**config.mk**
```make
export PLATFORM = sky130hd
export DESIGN_NAME = timer_digit_entry
export DESIGN_NICKNAME = d
export VERILOG_FILES = /design/src/rtl/timer_digit_entry.sv
export SDC_FILE = /design/constraint.sdc
export NUM_CORES = 1
export LEC_CHECK = 0
export CORE_ASPECT_RATIO = 1.1
export CORE_MARGIN = 5
export CORE_UTILIZATION = 48
export CTS_CLUSTER_DIAMETER = 80
export DETAILED_ROUTE_END_ITERATION = 8
export PLACE_DENSITY = 0.84
export RECOVER_POWER = 25
export SETUP_SLACK_MARGIN = 0.3
export SYNTH_ARGS = -nofsm -noshare
export SYNTH_HDL_FRONTEND = slang
export SYNTH_SLANG_ARGS = --single-unit
```
**constraint.sdc**
```tcl
create_clock -name clock -period 1.95 [get_ports clock]
set_input_delay 0.195 -clock clock [delete_from_list [all_inputs] [get_ports clock]]
set_output_delay 0.195 -clock clock [all_outputs]
set_load 0.03 [all_outputs]
```
**src/rtl/timer_digit_entry.sv**
```systemverilog
// ============================================================================
// Module      : timer_digit_entry
// Description : Debounces keypad presses and shifts each accepted BCD digit
//               into a 4-digit MM:SS register. Optional: LEADING_ZERO_SKIP_EN.
// Revision    : 1.0 - initial release
// ============================================================================
`default_nettype none

module timer_digit_entry #(
    parameter int DEBOUNCE_CYCLES = 4
) (
    input  logic       clock,
    input  logic       reset,
    input  logic [3:0] D,
    input  logic       key_valid,
    input  logic       enablen,
    input  logic       clear,
    output logic [3:0] sec_ones,
    output logic [3:0] sec_tens,
    output logic [3:0] min_ones,
    output logic [3:0] min_tens,
    output logic       digit_strobe,
    output logic [2:0] entry_count
);

    localparam logic [3:0] C_DEB    = 4'(DEBOUNCE_CYCLES);
    localparam logic [3:0] C_DEB_M1 = 4'(DEBOUNCE_CYCLES - 1);

    typedef enum logic [1:0] {
        IDLE         = 2'd0,
        DEBOUNCE     = 2'd1,
        ACCEPT       = 2'd2,
        WAIT_RELEASE = 2'd3
    } state_t;

    state_t     r_state;
    logic [3:0] r_cnt;
    logic       w_skip;
    logic       w_take;

`ifdef LEADING_ZERO_SKIP_EN
    assign w_skip = (entry_count == 3'd0) && (D == 4'd0);
`else
    assign w_skip = 1'b0;
`endif

    // Non-BCD codes are silently rejected; the FSM still waits for release.
    assign w_take = (D <= 4'd9) && !w_skip;

    always_ff @(posedge clock) begin
        if (reset) begin
            r_state      <= IDLE;
            r_cnt        <= 4'd0;
            sec_ones     <= 4'd0;
            sec_tens     <= 4'd0;
            min_ones     <= 4'd0;
            min_tens     <= 4'd0;
            digit_strobe <= 1'b0;
            entry_count  <= 3'd0;
        end else begin
            digit_strobe <= 1'b0;
            if (clear) begin
                // Park in WAIT_RELEASE so a key held through clear is not taken.
                sec_ones    <= 4'd0;
                sec_tens    <= 4'd0;
                min_ones    <= 4'd0;
                min_tens    <= 4'd0;
                entry_count <= 3'd0;
                r_state     <= WAIT_RELEASE;
                r_cnt       <= 4'd0;
            end else begin
                case (r_state)
                    IDLE: begin
                        if (key_valid && !enablen) begin
                            r_state <= DEBOUNCE;
                            r_cnt   <= 4'd1;
                        end
                    end
                    DEBOUNCE: begin
                        if (!key_valid) begin
                            r_state <= IDLE;
                            r_cnt   <= 4'd0;
                        end else if (enablen) begin
                            r_state <= WAIT_RELEASE;
                            r_cnt   <= 4'd0;
                        end else if (r_cnt == C_DEB) begin
                            r_state <= ACCEPT;
                            if (w_take) begin
                                min_tens     <= min_ones;
                                min_ones     <= sec_tens;
                                sec_tens     <= sec_ones;
                                sec_ones     <= D;
                                digit_strobe <= 1'b1;
                                entry_count  <= (entry_count == 3'd4) ? 3'd4
                                                                      : entry_count + 3'd1;
                            end
                        end else begin
                            r_cnt <= r_cnt + 4'd1;
                        end
                    end
                    ACCEPT: begin
                        r_state <= WAIT_RELEASE;
                        r_cnt   <= 4'd0;
                    end
                    WAIT_RELEASE: begin
                        if (key_valid) begin
                            r_cnt <= 4'd0;
                        end else if (r_cnt == C_DEB_M1) begin
                            r_state <= IDLE;
                            r_cnt   <= 4'd0;
                        end else begin
                            r_cnt <= r_cnt + 4'd1;
                        end
                    end
                    default: begin
                        r_state <= IDLE;
                        r_cnt   <= 4'd0;
                    end
                endcase
            end
        end
    end

endmodule

`default_nettype wire

```
==> results of run 1 <==
power groups by stage:
stage | Clock [mW] | Sequential (mW) | Combinational [mW]
finish | 0.373 | 0.548 | 0.114
global route | 0.396 | 0.550 | 0.124
detailed placement | 0 | 0.561 | 0.0936
floorplan | 0 | 0.554 | 0.0577
global placement | 0 | 0.559 | 0.0881
CTS | 0.370 | 0.547 | 0.0982
stage by stage:
stage	std cells	setup TNS, ns	total power, mW	hold WS [ns]	worst slack (ns)
finish	201	0	1.03	0.478	0.0803
floorplan	131	0	0.612	0.273	0.216
global route	201	-0.0232	1.07	0.471	-0.0125
global placement	189	-0.0148	0.647	0.475	-0.0148
CTS	198	0	1.02	0.478	0.0895
detailed placement	189	-0.222	0.654	0.494	-0.123
synth_stat cells, types with 2 or more instances:
library cell  count
o21ai_0           6
and2_1            3
dfxtp_1          26
inv_1             5
clkbuf_1          4
a211oi_1          2
nand2_1           6
nor3b_1           2
a41oi_1           2
nand3_1           5
a31oi_1           3
nor2_1           19
nor3_1            4
nand3b_1          2
ha_1              4
a21oi_1           4
buf_2             3
mux2i_1          14
timing repair:
item                       in CTS  in global routing
pin swaps                       3                  8
cloned                          1                  0
setup buffers                   4                  3
resized for setup               8                 14
setup endpoints to repair      15                 28
hold buffers                    0                  0
cells by family after synthesis:
kind of cell,synth area share (%)
flops,43.5
mux,11.7
compound gates,13.5
buf+inv,4.71
simple gates,22.4
fa+ha+maj,4.18
how the worst max path moves through the flow:
stage | end | depth (start not counted) | slack, ns | from
2_1_floorplan | r_state[0] | 5 | 0.22 | r_cnt[1]
3_3_place_gp | r_state[0] | 6 | -0.01 | key_valid
3_5_place_dp | r_state[0] | 6 | -0.12 | key_valid
4_1_cts | r_state[0] | 6 | 0.09 | r_cnt[0]
5_1_grt | r_state[0] | 6 | -0.01 | r_cnt[1]
6_report | r_state[0] | 6 | 0.08 | r_cnt[1]
cells in the final DEF (no fill, tap or decap), drive strengths merged, types with 5 or more instances in the layout:
master	instances
inv	5
clkbuf	8
nor2	19
nand3	5
dfxtp	26
mux2i	14
buf	14
o21ai	6
clkdlybuf4s50	19
nand2	6
per-layer routing:
metal / global-route usage [%] / up-vias / part of all wire (%)
li1: - / 548 / -
met1: 18.3 / 534 / 37
met2: 30.4 / 30 / 57
met3: 2.28 / 6 / 4.9
met4: 8.12 / 0 / 1.5
met5: 0 / - / 0
state kept, by name (all words and copies together) (netlist names):
register	flops
entry_count	3
min_ones	4
min_tens	4
r_cnt	4
sec_tens	4
digit_strobe	1
sec_ones	4
r_state	2
worst reg2reg max path, stage by stage (launching register included):
cell and delay [ns]:
dfxtp_4 0.39, ha_4 0.13, or4b_4 0.46, a222oi_1 0.35, buf_4 0.20, and4b_2 0.23, nor3_2 0.04
cell type report:
type                            instances  share of cell area (%)
Timing Repair Buffer                   43                    21.8
Clock buffer                            3                    1.33
Sequential cell                        26                    31.0
Tap cell                               31                    2.29
Inverter                                5                    1.11
Multi-Input combinational cell         92                    40.7
Clock inverter                          1                    1.77
==> reports/results.tsv, run 1 <==
stage	metric	value	unit
outcome	status	completed	
drt	Final ANT Viol Nets	0	
run	max-cap violations	0	
setup_path	CP Data Required Time	2.18	ns
logic_synthesis	async set or reset register ratio after synthesis	0	%
drt	total wire length	2970	microns
logic_synthesis	Synth top area share	43.5	%
placed_design	Port Buffer Count	28	
sta	Worst Max-Slew Pin Slew	0.472	ns
placed_design	Post-DP Area	0.00155	sq mm
floorplan	num rows	19	
final_layout	post-layout util	69.3	%
setup_path	Critical R2R Launch	r_cnt[1]	
setup_path	crit path max fanout	4	
drt	routed len/inst	14.8	microns
pwr	P_leak	0.708	nW
drt	DRC violations left	0	
setup_path	CP Launch Type	flip-flop	
floorplan	Starting Density	48.9	%
logic_synthesis	leading register cell type out of synthesis	dfxtp_1	
placed_design	post-detail-place hpwl	2100	microns
setup_path	Reg2Reg Depth	6	
drt	Initial DRT Pass Iterations	4	
global_routing	global-route wire length before repair	4850	microns
logic_synthesis	syn nets	144	
sta	fin crit share	95.9	%
setup_path	crit path DAT	2.10	ns
logic_synthesis	syn avg cell area	9.13	sq um
drt	starting DRC count in detailed routing	18	
logic_synthesis	Ys Warns	0	
global_routing	initial antenna violation count	0	
setup_path	Setup crit end kind	flip-flop	
clock_network	clock tree root driver cell	clkbuf_4	
setup_path	CP max stage cell	or4b_4	
floorplan	die area	0.00359	sq mm
setup_path	Top Family by Delay on Critical Path	simple AND/OR/NAND/NOR gates	
hold_path	Hold Path Origin	D[0]	
final_layout	Sequential Area	526	sq um
sta	Fmax	535	MHz
pwr	Pwr Density	610	mW/mm^2
logic_synthesis	Area contributors post-synth	dfxtp_1 44%, mux2i_1 12%, nor2_1 6.0%	
floorplan	die height	62.4	microns
drt	total vias in the final route	1118	
logic_synthesis	sequential-to-total area share from yosys stat	43.5	%
floorplan	die width	57.6	microns
global_routing	GRT Overall Usage	16.7	%
clock_network	TritonCTS buffer count	3	
pwr	Peak supply drop	0.000577	V
global_routing	via count of the first global-routing pass	1140	
logic_synthesis	Yosys top cell by area	dfxtp_1	
final_layout	layout cells sized above 1	21.2	%
global_routing	largest net degree at the start of global routing	25	
sta	Slew HR	68.3	%
clock_network	later-pin clock latency in the skew report	0.32	ns
hold_path	hold path endpoint	sec_ones[0]	
hold_path	worst min-delay path class	in -> reg	
final_layout	Multi-input gate area	691	sq um
pwr	Net Sw Power	0.237	mW
setup_path	critical path type	reg -> reg	
pwr	Clock power frac	36.1	%
setup_path	R2R Setup Slk	0.08	ns
final_layout	P&R area growth vs syn	41.8	%
floorplan	IO Count	29	
setup_path	Critical Path, Cell by Cell	ha_4, or4b_4, a222oi_1, buf_4, and4b_2, nor3_2	
global_routing	grt total ovfl	0	
setup_path	Crit path largest cell delay	0.46	ns
floorplan	total core area	0.00245	sq mm
final_layout	Antenna diodes	0	
sta	Setup-failing EPs final	0	
drt	via/cell ratio	5.56	
clock_network	clock tree buffer depth	2	
clock_network	CTS tree	built	
setup_path	worst reg2reg endpoint	r_state[0]	
hold_path	hold depth	3	
pwr	internal power	0.798	mW
logic_synthesis	Synth Register Bits	26	
sta	max-slew violation count	0	
placed_design	gpl congestion	0.875	
sta	Fin. Hold Viols	0	
sta	Final min period	1.87	ns
logic_synthesis	Netlist cell types	35	
clock_network	htree depth	1	
pwr	power share of the sequential group	53.0	%
sta	skew final	0.00747	ns
final_layout	Layout fillers	190	
logic_synthesis	Mapped Area	0.00120	sq mm
clock_network	clock sinks	26	
logic_synthesis	number of synthesized flops with an enable pin	0	
sta	RSZ-0062 raised after global routing	true	
pwr	combinational share of power	11.0	%
logic_synthesis	Post-Synthesis Cells	131	
setup_path	CP Buf/Inv Count	1	
final_layout	number of nets in the layout	184	
final_layout	final instance area	0.00170	sq mm
clock_network	CTS clk-pin slew, worst paths	0.15	ns
pwr	switching part of the total power	22.9	%
Note: power is estimated with default switching activity, not from simulation.
==> run 2: changes to the inputs <==
--- a/config.mk
+++ b/config.mk
@@ -13,6 +13,7 @@
 export PLACE_DENSITY = 0.84
 export RECOVER_POWER = 25
 export SETUP_SLACK_MARGIN = 0.3
+export SLEW_MARGIN = 0
 export SYNTH_ARGS = -nofsm -noshare
 export SYNTH_HDL_FRONTEND = slang
 export SYNTH_SLANG_ARGS = --single-unit
==> constraint.sdc (replaced) <==
create_clock -name clock -period 1.82 [get_ports clock]
set_input_delay 0.182 -clock clock [delete_from_list [all_inputs] [get_ports clock]]
set_output_delay 0.182 -clock clock [all_outputs]
set_load 0.03 [all_outputs]
==> reports/results.tsv, run 2 (synthesis gave the netlist of run 1 again) <==
stage	metric	value	unit	change
global_routing	grt total ovfl	0		unchanged
floorplan	IO Count	29		unchanged
setup_path	crit path max fanout	4		unchanged
sta	Worst Max-Slew Pin Slew	0.421	ns	was 0.472 ns
setup_path	worst reg2reg endpoint	r_state[0]		unchanged
clock_network	clock sinks	26		unchanged
drt	starting DRC count in detailed routing	23		was 18
sta	Fin. Hold Viols	0		unchanged
pwr	Net Sw Power	0.226	mW	was 0.237 mW
pwr	Pwr Density	579	mW/mm^2	was 610 mW/mm^2
pwr	switching part of the total power	23.9	%	was 22.9%
global_routing	met1 Track Usage GR	17.2	%	was 18.3%
sta	RSZ-0062 raised after global routing	true		unchanged
global_routing	largest net degree at the start of global routing	25		unchanged
global_routing	GRT busiest layer	met2		unchanged
sta	Final min period	1.79	ns	was 1.87 ns
sta	max-slew violation count	0		unchanged
drt	Final ANT Viol Nets	0		unchanged
drt	DRC violations left	0		unchanged
final_layout	final instance area	0.00163	sq mm	was 0.00170 sq mm
setup_path	CP Launch Type	flip-flop		unchanged
floorplan	die area	0.00359	sq mm	unchanged
setup_path	R2R Setup Slk	0.03	ns	was 0.08 ns
final_layout	post-layout util	66.7	%	was 69.3%
clock_network	htree depth	1		unchanged
final_layout	layout cells sized above 1	18.8	%	was 21.2%
final_layout	commonest non-fill, non-tap cell in the layout	dfxtp_1		unchanged
sta	Slew HR	71.9	%	was 68.3%
floorplan	die height	62.4	microns	unchanged
placed_design	placed cells	196		was 189
placed_design	gpl congestion	0.876		was 0.875
setup_path	critical path type	reg -> reg		unchanged
floorplan	num rows	19		unchanged
drt	Initial DRT Pass Iterations	4		unchanged
clock_network	Hold Buf Count CTS	0		unchanged
clock_network	CTS clk-pin slew, worst paths	0.13	ns	was 0.15 ns
drt	total vias in the final route	1115		was 1118
setup_path	Reg2Reg Depth	6		unchanged
global_routing	met2 GRT Util	27.3	%	was 30.4%
sta	skew final	0.00483	ns	was 0.00747 ns
hold_path	worst min-delay path class	in -> reg		unchanged
pwr	combinational share of power	12.2	%	was 11.0%
clock_network	later-pin clock latency in the skew report	0.32	ns	about the same
setup_path	Setup crit end kind	flip-flop		unchanged
placed_design	post-detail-place hpwl	2060	microns	was 2100 microns
setup_path	Crit path largest cell delay	0.44	ns	was 0.46 ns
setup_path	CP Launch Point	r_cnt[1]		unchanged
setup_path	Critical Path, Cell by Cell	ha_4, or4b_1, a222oi_1, buf_4, and4b_2, nor3_1		was ha_4, or4b_4, a222oi_1, buf_4, and4b_2, nor3_2
final_layout	P&R area growth vs syn	36.5	%	was 41.8%
pwr	Clock power frac	25.7	%	was 36.1%
global_routing	initial antenna violation count	0		unchanged
floorplan	Starting Density	48.9	%	unchanged
setup_path	crit path DAT	2.01	ns	was 2.10 ns
sta	setup TNS	0	ns	unchanged
setup_path	CP Data Required Time	2.04	ns	was 2.18 ns
outcome	status	completed		unchanged
placed_design	Post-DP Area	0.00161	sq mm	was 0.00155 sq mm
final_layout	most frequent cells in the layout	24 x dfxtp_1, 19 x nor2_1, 19 x dlygate4sd2_1, 15 x buf_4, 14 x mux2i_1		was 24 x dfxtp_1, 19 x nor2_1, 19 x clkdlybuf4s50_1, 14 x mux2i_1, 12 x buf_4
final_layout	Finished Layout Cells	201		unchanged
drt	total wire length	2650	microns	was 2970 microns
global_routing	met3 Use GR	3.31	%	was 2.28%
setup_path	Setup crit end	r_state[0]		unchanged
sta	Setup-failing EPs final	0		unchanged
sta	Fmax	558	MHz	was 535 MHz
final_layout	number of nets in the layout	184		unchanged
pwr	power share of the sequential group	62.1	%	was 53.0%
global_routing	via count of the first global-routing pass	1038		was 1140
pwr	Peak supply drop	0.000382	V	was 0.000577 V
floorplan	die width	57.6	microns	unchanged
sta	Worst Setup Slack, final	0.0273	ns	was 0.0803 ns
final_layout	Antenna diodes	0		unchanged
sta	fin crit share	98.5	%	was 95.9%
global_routing	GRT Overall Usage	14.9	%	was 16.7%
placed_design	Port Buffer Count	28		unchanged
global_routing	global-route wire length before repair	4430	microns	was 4850 microns
pwr	internal power	0.719	mW	was 0.798 mW
clock_network	TritonCTS buffer count	3		unchanged
setup_path	CP max stage cell	or4b_1		was or4b_4
placed_design	worst slack, placed	-0.209	ns	was -0.123 ns
clock_network	clock tree buffer depth	2		unchanged
pwr	P_leak	0.767	nW	was 0.708 nW
drt	via/cell ratio	5.55		was 5.56
setup_path	Critical R2R Launch	r_cnt[1]		unchanged
drt	routed len/inst	13.2	microns	was 14.8 microns
run	max-cap violations	0		unchanged
floorplan	total core area	0.00245	sq mm	unchanged
clock_network	CTS tree	built		unchanged
clock_network	clock tree root driver cell	clkbuf_4		unchanged
[run 2: changes by cell type in the layout (fill, tap and decap cells not counted), sizes merged]
cell	previous run	this run
buf	14	15
bufinv	1	0
clkbuf	8	5
clkdlybuf4s50	19	8
dlygate4sd2	1	19
dlygate4sd3	4	0
[run 2: metrics by stage]
stage / hold WS, ns / power, mW
after CTS: 0.463 / 0.944
after floorplan: 0.260 / 0.655
after global placement: 0.474 / 0.699
after global routing: 0.477 / 0.995
after detailed placement: 0.493 / 0.705
final: 0.470 / 0.946
[run 2: layout make-up]
type                       count  area [sq um]
tap                           31          38.8
sequential                    26           526
multi-input combinational     92           661
timing repair buffer          43           363
fill                         195           816
clock buffer                   4          26.3
inverter                       5          18.8
[run 2: power by group through the flow]
stage	registers [mW]	logic (mW)	clock network, mW
after floorplan	0.592	0.0625	0
after global placement	0.598	0.102	0
after detailed placement	0.599	0.106	0
after CTS	0.586	0.108	0.250
after global routing	0.589	0.125	0.281
final	0.588	0.115	0.243
[run 2: timing repair]
item,4_1_cts,5_1_grt
buffers inserted,0,1
gates resized for setup,20,4
pin swaps,1,0
endpoints found under the setup margin,44,27
[run 2: layer usage]
layer	wire (microns)	part of all wire (%)	vias to the layer above
met5	0	0	-
li1	-	-	551
met4	46	1.7	0
met1	1060	40	524
met2	1380	52	33
met3	160	6.0	7
[run 2: worst max-delay path, delay by kind of cell (launching register included)]
family,cells,cell delay (ns)
AOI/OAI and AO/OA,1,0.30
and+or+nand+nor,3,0.70
DFF,1,0.38
adders and majority gates,1,0.13
buffers and inverters,1,0.19
[run 2: worst min-delay path by stage]
stage / startpoint / endpoint / slack [ns] / cells after the start
after floorplan: reset / r_state[0] / 0.26 / 1
after global placement: min_tens[2] / min_tens[2] / 0.47 / 2
after detailed placement: min_tens[3] / min_tens[3] / 0.49 / 2
after CTS: D[0] / sec_ones[0] / 0.46 / 3
after global routing: D[0] / sec_ones[0] / 0.48 / 3
final: D[0] / sec_ones[0] / 0.47 / 3
